--- src/rtl/decode_stage.sv ---
// Instruction decode stage: combinational field/ID decode feeding a one-entry
// valid/ready output register with an accepted-instruction counter.
module decode_stage #(
    parameter int unsigned XLEN       = 32,
    parameter int unsigned SIGN_EXT   = 0,
    parameter int unsigned MAX_OPCODE = 21,
    parameter int unsigned CNT_W      = 16
) (
    input  logic             clk,
    input  logic             rst,
    input  logic             flush,
    input  logic             in_valid,
    output logic             in_ready,
    input  logic [XLEN-1:0]  ir,
    output logic             out_valid,
    input  logic             out_ready,
    output logic [XLEN-1:0]  id,
    output logic [XLEN-1:0]  rs,
    output logic [XLEN-1:0]  rt,
    output logic [XLEN-1:0]  rd,
    output logic             illegal,
    output logic [CNT_W-1:0] instr_count
);

    localparam int unsigned IMM_W = 16;

    typedef enum logic [1:0] {
        FMT_R,
        FMT_I,
        FMT_J
    } fmt_e;

    logic [5:0]       w_opcode;
    logic [5:0]       w_func;
    logic [XLEN-1:0]  w_imm;
    logic             w_illegal;
    fmt_e             w_fmt;
    logic [XLEN-1:0]  w_id;
    logic [XLEN-1:0]  w_rs;
    logic [XLEN-1:0]  w_rt;
    logic [XLEN-1:0]  w_rd;
    logic             w_accept;

    logic             r_out_valid;
    logic [XLEN-1:0]  r_id;
    logic [XLEN-1:0]  r_rs;
    logic [XLEN-1:0]  r_rt;
    logic [XLEN-1:0]  r_rd;
    logic             r_illegal;
    logic [CNT_W-1:0] r_count;

    assign w_opcode  = ir[31:26];
    assign w_func    = ir[5:0];
    assign w_illegal = 32'(w_opcode) > MAX_OPCODE;
    assign w_imm     = (SIGN_EXT != 0) ? {{(XLEN-IMM_W){ir[15]}}, ir[15:0]}
                                       : XLEN'(ir[15:0]);

    // Opcode -> instruction ID and operand format
    always_comb begin
        w_id  = '0;
        w_fmt = FMT_R;
        case (w_opcode)
            6'd0: begin
                w_id  = XLEN'(w_func) + XLEN'(1);
                w_fmt = FMT_R;
            end
            6'd1, 6'd2, 6'd5, 6'd6: begin
                w_id  = XLEN'(w_opcode) + XLEN'(4);
                w_fmt = FMT_I;
            end
            6'd3, 6'd4: begin
                w_id  = XLEN'(w_opcode) + XLEN'(4);
                w_fmt = FMT_R;
            end
            6'd7: begin
                w_id  = XLEN'(w_func) + XLEN'(11);
                w_fmt = FMT_I;
            end
            6'd8, 6'd9, 6'd10, 6'd11, 6'd12, 6'd13, 6'd14, 6'd15, 6'd20: begin
                w_id  = XLEN'(w_opcode) + XLEN'(5);
                w_fmt = FMT_I;
            end
            6'd16, 6'd17, 6'd18: begin
                w_id  = XLEN'(w_opcode) + XLEN'(5);
                w_fmt = FMT_J;
            end
            6'd19, 6'd21: begin
                w_id  = XLEN'(w_opcode) + XLEN'(5);
                w_fmt = FMT_R;
            end
            default: begin
                w_id  = '0;
                w_fmt = FMT_R;
            end
        endcase
    end

    // Operand field extraction; an illegal opcode zeroes the whole payload
    always_comb begin
        w_rs = '0;
        w_rt = '0;
        w_rd = '0;
        if (!w_illegal) begin
            case (w_fmt)
                FMT_I: begin
                    w_rs = XLEN'(ir[25:21]);
                    w_rt = w_imm;
                    w_rd = XLEN'(ir[20:16]);
                end
                FMT_J: begin
                    w_rs = XLEN'(ir[25:0]);
                end
                default: begin
                    w_rs = XLEN'(ir[25:21]);
                    w_rt = XLEN'(ir[20:16]);
                    w_rd = XLEN'(ir[15:11]);
                end
            endcase
        end
    end

    assign in_ready = !r_out_valid || out_ready;
    assign w_accept = in_valid && in_ready && !flush;

    always_ff @(posedge clk or posedge rst) begin
        if (rst) begin
            r_out_valid <= 1'b0;
            r_id        <= '0;
            r_rs        <= '0;
            r_rt        <= '0;
            r_rd        <= '0;
            r_illegal   <= 1'b0;
            r_count     <= '0;
        end else begin
            // Flush wins; an accept overrides a simultaneous consume (no bubble)
            if (flush) begin
                r_out_valid <= 1'b0;
            end else if (w_accept) begin
                r_out_valid <= 1'b1;
            end else if (out_ready) begin
                r_out_valid <= 1'b0;
            end
            if (w_accept) begin
                r_id      <= w_illegal ? '0 : w_id;
                r_rs      <= w_rs;
                r_rt      <= w_rt;
                r_rd      <= w_rd;
                r_illegal <= w_illegal;
                r_count   <= r_count + CNT_W'(1);
            end
        end
    end

    assign out_valid   = r_out_valid;
    assign id          = r_id;
    assign rs          = r_rs;
    assign rt          = r_rt;
    assign rd          = r_rd;
    assign illegal     = r_illegal;
    assign instr_count = r_count;

endmodule

--- config.mk ---
export PLATFORM = sky130hd
export DESIGN_NAME = decode_stage
export DESIGN_NICKNAME = d
export VERILOG_FILES = /design/src/rtl/decode_stage.sv
export SDC_FILE = /design/constraint.sdc
export NUM_CORES = 1
export LEC_CHECK = 0
export ABC_CLOCK_PERIOD_IN_PS = 3600
export CORE_ASPECT_RATIO = 1.75
export CORE_UTILIZATION = 43
export DETAILED_ROUTE_END_ITERATION = 10
export GPL_ROUTABILITY_DRIVEN = 0
export PLACE_DENSITY = 0.84
export SLEW_MARGIN = 20
export SYNTH_ARGS = -nofsm -noshare
export SYNTH_HDL_FRONTEND = slang
export SYNTH_SLANG_ARGS = --single-unit
--- constraint.sdc ---
create_clock -name clk -period 3.6 [get_ports clk]
set_clock_uncertainty 0.2 [all_clocks]
set_input_delay 0.9 -clock clk [delete_from_list [all_inputs] [get_ports clk]]
set_output_delay 0.9 -clock clk [all_outputs]
set_load 0.03 [all_outputs]
# After elaboration in Yosys (flattened, before gate mapping)
# Cells that the tools add are included.
# op_classes
n_addsub	5
n_mul	0
div	0
n_lt_le_gt_ge	1
n_eq_ne	23
shift	0
muxes	12
bitwise_logic	0
n_reduce_logical	11
# op_table
op	n
$mux W26	2
$eq A6 B4 Y1 const B	8
$eq A6 B5 Y1 const B	6
$mux W32	1
$pmux W16 S2	1
$pmux W7 S4	1
$reduce_or A14 Y1	2
$eq A6 B3 Y1 const B	4
$add A16 B1 Y16 const B	1
$mux W16	1
$add A6 B3 Y7 const B	2
$eq A6 B2 Y1 const B	2
$pmux W5 S2	1
$add A6 B1 Y7 const B	1
$add A6 B4 Y7 const B	1
$eq A6 B1 Y1 const B	1
$gt A6 B5 Y1 const B	1
$logic_not A6 Y1	1
$reduce_or A6 Y1	1
$mux W5	1
$pmux W2 S2	1
$mux W1	3
$reduce_bool A3 Y1	1
$reduce_or A3 Y1	1
5 further kinds	7
# word_totals
regBits	146
latchBits	0
ramBits	0
mem_bits_ro	0
inputBits	37
output_inout_bits	147
memories	0

# Longest topological paths before layout
# Gate-level depths: netlist of run 1.
# logic_depth
word_depth	6
mapped_depth	13
depth_no_buf	11

# Worst setup path before layout of run 1
# OpenSTA, ideal clock, no wires.
# synth_path
path_kind	input -> register
from	in ir[26]
to	reg r_rs[12] (netlist: rs[12])
setup_ns	0.066
arrival_time_ns	3.246
setup_slack_ns	0.087
cell_stages	12
path_buffers	4
cell_sequence	inv_1 ha_1 buf_6 or3_4 and3_4 a311oi_1 ha_1 clkbuf_1 and3_1 clkbuf_1 buf_2 a22o_1
# synth_between
elab_chain_len	6
# synth_rtl
element	line	text
from (decl)	14	input logic [XLEN-1:0] ir,
$eq A6 B4 Y1, or another cell as far along	62	case (w_opcode)
$reduce_or A14 Y1 (no line) / $reduce_or A3 Y1 (equally long branches)	-	
$pmux W2 S2	62	
$eq A2 B2 Y1	104	case (w_fmt)
$mux W26	104	
$mux W26 *	103	if (!w_illegal) begin
to (signal assigned)	145	r_rs <= w_rs;
to (decl)	46	logic [XLEN-1:0] r_rs;
# Every way passes the cells marked *; elsewhere a longest branch is shown, timed or not.
# A chain may end at the register's enable or synchronous reset.

# Worst setup path after layout of run 1
# layout_path
from	in ir[26]
to	reg r_rt[14] (netlist: rt[14])
# layout_between
elab_chain_len	6
# layout_rtl
element	line	text
$eq A6 B4 Y1, or another cell as far along	62	
$reduce_or A14 Y1 (no line) / $reduce_or A3 Y1 (equally long branches)	-	
$pmux W2 S2	62	
$eq A2 B2 Y1 / $eq A2 B1 Y1 (equally long branches)	104	
$pmux W16 S2	104	
$mux W16 *	103	
to (signal assigned)	146	r_rt <= w_rt;
to (decl)	47	logic [XLEN-1:0] r_rt;
# Marks and branches as above.

==> flow_metrics.env, run 1 <==
export IMPL_grt_overflow=0
export IMPL_synth_edf_count=0
export IMPL_fin_nets=620
export IMPL_post_route_period_util=0.970
export IMPL_synth_area_top_cells="dfrtp_1 43%, buf_4 13%, nand2_1 6.3%"
export IMPL_required_ns=3.63
export IMPL_dpl_worst_slack_ns=-0.378
export IMPL_fin_area_mm2=0.00566
export IMPL_die_height_um=133
export IMPL_fmax_ghz=0.286
export IMPL_maxCapViolations=0
export IMPL_antenna_found_initial=0
export IMPL_finalSetupViolCount=0
export IMPL_p_per_area_mw_per_mm2=431
export IMPL_fin_ws_ns=0.106
export IMPL_htree_num_levels=3
export IMPL_worstSetupPathType="in2reg"
export IMPL_grt_max_degree=73
export IMPL_antenna_cells=0
export IMPL_worstPathMaxFanout=11
export IMPL_syn2layout_area_growth_pct=35.2
export IMPL_synth_common_cells="74 x buf_4, 72 x dfrtp_1, 70 x nand2_1, 20 x o21ai_0, 19 x nor2_1"
export IMPL_core_region_area_mm2=0.00947
export IMPL_clockRootBuffer="clkbuf_16"
export IMPL_tightest_slew_ns=0.659
export IMPL_die_area_mm2=0.0102
export IMPL_end_kind="register"
export IMPL_grt_total_usage=0.220
export IMPL_syn_area_per_cell_um2=9.45
export IMPL_slew_headroom=0.556
export IMPL_ys_types=52
export IMPL_syn_inst=443
export IMPL_dpl_cell_area_mm2=0.00533
export IMPL_postCtsSetupBuffers=0
export IMPL_start_kind="input port"
export IMPL_seq_area_frac_synth=0.430
export IMPL_postSynth_asyncResetShare=1.00
export IMPL_timing_final_max_slew_violations=0
export IMPL_top_level_ports=184
export IMPL_m1WireLength_mm=3.97
export IMPL_period_needed_ns=3.49
export IMPL_synth_ff_type="dfrtp_1"
export IMPL_synth_seq_cells=72
export IMPL_cts_tree="yes"
export IMPL_dr_pass1_iters=5
export IMPL_status="completed"
export IMPL_clock_path_buffers=2
export IMPL_grt_pass1_vias=3407
export IMPL_cp_arrival_ns=3.52
export IMPL_final_core_util=0.598
export IMPL_port_buffers=109
export IMPL_grt_pass1_wl_mm=17.3
export IMPL_routed_top_layer="met4"
export IMPL_routedWlPerCell_um=15.6
export IMPL_p_total_mw=2.44
export IMPL_antenna_left=0
export IMPL_rsz0062_at_grt="no"
export IMPL_hold_class="reg2reg"
export IMPL_wl_met3_um=555
export IMPL_clk_latency_ns=0.32
export IMPL_syn_cell_area_mm2=0.00419
export IMPL_synth_top_area_share=0.430
export IMPL_synth_area_leader_cell="dfrtp_1"
export IMPL_path_clk_slew_ns=0.06
export IMPL_rows=47
export IMPL_cts_buffers=9
export IMPL_drt_first_iter_violations=179
export IMPL_r2r_setup_slack_ns=1.46
export IMPL_die_w_um=76.6
export IMPL_ys_warn_count=0
export IMPL_hold_viol=0
export IMPL_routed_wl_mm=10.9
export IMPL_yosysMostFrequentCell="buf_4"
export IMPL_wl_met2_mm=6.09
export IMPL_vias=3552
export IMPL_start_util=0.442
export IMPL_cts_sinks=72
export IMPL_dpl_hpwl_mm=8.32
export IMPL_layout_drive_gt1_share=0.111
export IMPL_leakage_nw=2.54
export IMPL_drc=0
export IMPL_irDropWorstVdd_v=0.000250
export IMPL_drt_vias_per_instance=5.10
==> power breakdown <==
part / switching [mW] / internal (mW)
Clock: 0.327 / 0.571
Combinational: 0.397 / 0.226
Sequential: 0.0577 / 0.864
Total: 0.782 / 1.66
==> area by class of cell <==
class | instances | area, um2
multi-input cells | 336 | 1990
clock buffers | 11 | 253
inverters | 10 | 37.5
fillers | 809 | 3810
flip-flops and latches | 72 | 1800
clock inverters | 5 | 55.1
repair buffers | 141 | 1370
well taps | 122 | 153
==> critical path: stages <==
cell and delay, ns:
clkdlybuf4s50_1 0.47, inv_1 0.14, ha_1 0.21, o21ai_0 0.10, and3_1 0.20, a2111oi_2 0.33, buf_4 0.18, a311oi_2 0.04
ha_1 0.36, nand3b_1 0.18, buf_4 0.21, o21ai_0 0.22
==> timing repair <==
| item | 4_1_cts | 5_1_grt |
|---|---|---|
| hold buffers | 0 | 0 |
| setup endpoints to repair | 2 | 26 |
| pin swaps | 0 | 0 |
| gates resized for setup | 2 | 6 |
==> placed cells by master (no fill, tap or decap), types with 2 or more instances in the layout <==
cell type and count:
a2111oi_2 2, a21oi_1 14, a221o_1 3, a222oi_1 2, a22o_1 18, and2_1 2, and3_1 5, buf_12 3
buf_4 29, clkbuf_16 9, clkbuf_8 2, clkdlybuf4s50_1 108, clkinv_2 2, clkinvlp_4 2, conb_1 74, dfrtp_1 72
ha_1 12, inv_1 7, inv_2 3, mux2i_1 6, nand2_1 69, nand3_1 3, nand3b_1 2, nand4_1 6
nor2_1 19, nor2b_1 4, nor3_1 3, nor4_1 4, o21ai_0 19, o21ai_1 5, o31ai_1 18, xnor2_1 17
xor2_1 6
==> layer usage <==
| layer | GRT usage | up-vias |
|---|---|---|
| met1 | 0.241 | 1715 |
| met4 | 0.104 | 0 |
| li1 | - | 1638 |
| met3 | 0.0359 | 24 |
| met2 | 0.406 | 175 |
| met5 | 0 | - |
==> state kept, by name, summed over array words and instances (netlist names) <==
register,cells
rs,26
illegal,1
instr_count,16
rt,16
id,7
rd,5
out_valid,1
==> kinds of logic after synthesis <==
| logic type | after synthesis | synth area share |
|---|---|---|
| mux | 6 | 0.0143 |
| compound gates | 93 | 0.159 |
| other cells | 1 | 0.000896 |
| xor+xnor | 23 | 0.0481 |
| fa+ha+maj | 13 | 0.0389 |
| buf+inv | 108 | 0.166 |
| flops | 72 | 0.430 |
| simple gates | 127 | 0.142 |
==> per-stage QoR <==
| stage | setup TNS (ns) | hold WS [ns] | instances |
|---|---|---|---|
| finish | 0 | 0.275 | 697 |
| global route | 0 | 0.307 | 697 |
| CTS | 0 | 0.279 | 697 |
| detailed placement | -10.66 | 0.266 | 681 |
| global placement | -2.64 | 0.262 | 681 |
| floorplan | 0 | 0.450 | 516 |
==> path summary, 6_finish.rpt <==
path                                      from               to  depth (start not counted)
worst min-delay path                     rt[2]            rt[2]                          2
worst min register to register           rt[2]            rt[2]                          2
max in group asynchronous                  rst            rt[5]                          3
worst max register to register  instr_count[0]  instr_count[14]                          6
min in group asynchronous                  rst   instr_count[0]                          3
worst max-delay path                    ir[26]           rt[14]                         12
Note: power is estimated with default switching activity, not from simulation.
==> run 2, diff against run 1 <==
ABC_AREA = 1   (was not set)
==> flow_metrics.env, run 2 <==
export IMPL_ys_types=31
export IMPL_p_int_mw=1.63
export IMPL_rsz0062_at_grt="no"
export IMPL_p_clk_frac=0.369
export IMPL_p_sw_mw=0.738
export IMPL_die_w_um=76.5
export IMPL_ys_warn_count=0
export IMPL_yosysMostFrequentCell="nand2_1"
export IMPL_hold_start="rs[20]"
export IMPL_clock_path_buffers=2
export IMPL_path_clk_slew_ns=0.05
export IMPL_drt_first_iter_violations=226
export IMPL_timing_final_max_slew_violations=0
export IMPL_p_sw_frac=0.311
export IMPL_cp_arrival_ns=3.38
export IMPL_p_per_area_mw_per_mm2=434
export IMPL_cts_resized_gates=0
export IMPL_fin_ws_ns=0.259
export IMPL_die_area_mm2=0.0101
export IMPL_hold_class="reg2reg"
export IMPL_tightest_slew_ns=0.585
export IMPL_wl_met3_um=538
export IMPL_fin_nets=680
export IMPL_cts_sinks=72
export IMPL_syn_cell_area_mm2=0.00418
export IMPL_p_comb_frac=0.244
export IMPL_syn2layout_area_growth_pct=30.6
export IMPL_grt_pass1_vias=3509
export IMPL_critPathLaunch="ir[26]"
export IMPL_clk_latency_ns=0.33
export IMPL_place_inst=741
export IMPL_irDropWorstVdd_v=0.000276
export IMPL_synth_common_cells="153 x nand2_1, 75 x buf_4, 72 x dfrtp_1, 39 x inv_1, 31 x nand3_1"
export IMPL_grt_total_usage=0.218
export IMPL_worstPathMaxFanout=11
export IMPL_synth_area_leader_cell="dfrtp_1"
export IMPL_finalSetupViolCount=0
export IMPL_synth_ff_type="dfrtp_1"
export IMPL_period_needed_ns=3.34
export IMPL_htree_num_levels=3
export IMPL_drt_vias_per_instance=4.83
export IMPL_cp_top_family="buffers and inverters"
export IMPL_grt_overflow=0
export IMPL_vias=3654
export IMPL_layout_drive_gt1_share=0.0630
export IMPL_clockRootBuffer="clkbuf_16"
export IMPL_syn_inst=515
export IMPL_dpl_hpwl_mm=8.20
export IMPL_hold_viol=0
export IMPL_final_core_util=0.577
export IMPL_largest_reg_flops=26
export IMPL_synth_edf_count=0
export IMPL_final_cell_mix="153 x nand2_1, 109 x clkdlybuf4s50_1, 74 x conb_1, 72 x dfrtp_1, 38 x inv_1"
export IMPL_grt_max_degree=33
export IMPL_routedWlPerCell_um=14.0
export IMPL_required_ns=3.63
export IMPL_antenna_cells=0
export IMPL_status="completed"
export IMPL_worst_path_buf_inv=3
export IMPL_start_util=0.442
export IMPL_cts_tree="yes"
export IMPL_worstSetupPathType="in2reg"
export IMPL_maxCapViolations=0
export IMPL_slowest_delay_ns=0.52
export IMPL_fmax_ghz=0.299
export IMPL_postCtsSetupBuffers=0
export IMPL_leakage_nw=2.69
export IMPL_setup_tns_ns=0
export IMPL_final_common_cell="nand2_1"
export IMPL_rows=47
export IMPL_reg2reg_from="out_valid"
export IMPL_antenna_left=0
export IMPL_p_seq_frac=0.387
export IMPL_synth_seq_cells=72
export IMPL_slew_headroom=0.610
export IMPL_antenna_found_initial=0
export IMPL_seq_area_frac_synth=0.431
export IMPL_synth_area_top_cells="dfrtp_1 43%, nand2_1 14%, buf_4 13%"
export IMPL_top_level_ports=184
export IMPL_syn_area_per_cell_um2=8.12
export IMPL_dr_pass1_iters=4
export IMPL_critPathSlowestCell="clkdlybuf4s50_1"
export IMPL_stdcell_count=757
export IMPL_m1WireLength_mm=3.95
export IMPL_grt_pass1_wl_mm=17.2
export IMPL_cts_buffers=9
export IMPL_dpl_worst_slack_ns=-0.0372
export IMPL_synth_top_area_share=0.431
export IMPL_post_route_period_util=0.928
export IMPL_start_kind="input port"
export IMPL_drc=0
export IMPL_cts_hold_buffers=0
export IMPL_core_region_area_mm2=0.00947
export IMPL_routed_top_layer="met4"
export IMPL_port_buffers=109
export IMPL_end_kind="register"
export IMPL_postSynth_asyncResetShare=1.00
export IMPL_routed_wl_mm=10.6
export IMPL_crit_chain="clkdlybuf4s50_1, inv_1, ha_1, nor2_1, nand2_1, a21oi_1, nand2_1, nor2_1, ha_1, nor2_2, inv_1, o21ai_0"
export IMPL_wl_met2_mm=5.55
export IMPL_p_total_mw=2.37
export IMPL_die_height_um=132
## run 2: cell count changes after synthesis, sizes merged, moves of 9 or more
| cell | previous run | this run |
|---|---|---|
| nand2 | 70 | 155 |
| nand3 | 3 | 32 |
| a22o | 19 | 0 |
| clkbuf | 17 | 8 |
| o21ai | 24 | 49 |
| o31ai | 18 | 1 |
| inv | 10 | 42 |
## run 2: cell families (layout without fill, tap and decap cells)
kind of cell             after synthesis  count (layout)  synth area share
AND/OR/NAND/NOR                      213             213             0.211
buffers and inverters                130             177             0.187
flip-flops                            72              72             0.431
AO/OA/AOI/OAI                         69              69            0.0958
XOR/XNOR                              17              17            0.0356
adder cells (fa/ha/maj)               13              13            0.0389
other                                  1              74          0.000897
## run 2: worst paths after layout
kind	end	slack [ns]	depth (start not counted)
worst max-delay path	rt[14]	0.26	12
worst min-delay path	rs[20]	0.28	2
worst max register to register	instr_count[14]	1.58	8
worst min register to register	rs[20]	0.28	2
max in group asynchronous	id[4]	1.62	3
min in group asynchronous	rs[9]	0.75	2
## run 2: final cells by class
class | count | area (um2)
Fill cell | 830 | 4010
Multi-Input combinational cell | 386 | 1870
Sequential cell | 72 | 1800
Timing Repair Buffer | 119 | 1180
Clock buffer | 13 | 260
Inverter | 42 | 158
Tap cell | 122 | 153
Clock inverter | 3 | 40.0
## run 2: power groups by stage
stage          Sequential (mW)  Clock (mW)  Combinational (mW)
4_1_cts                  0.918       0.891               0.579
3_3_place_gp             0.926           0               0.565
2_1_floorplan             1.03           0               0.315
6_report                 0.918       0.874               0.579
3_5_place_dp             0.931           0               0.576
5_1_grt                  0.926       0.933               0.617
## run 2: routing by layer
metal / track usage / up-vias
met4: 0.140 / 0
met1: 0.241 / 1713
met5: 0 / -
met3: 0.0317 / 40
met2: 0.387 / 183
li1: - / 1718
## run 2: through the flow
| step | hold slack, ns | area (um2) |
|---|---|---|
| floorplan | 0.453 | 4450 |
| global placement | 0.267 | 5160 |
| detailed placement | 0.267 | 5160 |
| CTS | 0.282 | 5460 |
| global route | 0.304 | 5460 |
| finish | 0.277 | 5460 |
## run 2: worst reg2reg max path, stage by stage, from the launching register on
cell and delay [ns]:
dfrtp_1 0.37, nand2_1 0.11, nand2_2 0.29, inv_2 0.25, nand4_2 0.13, nor2_2 0.15
nand2_1 0.11, nor2_1 0.15, xor2_1 0.17
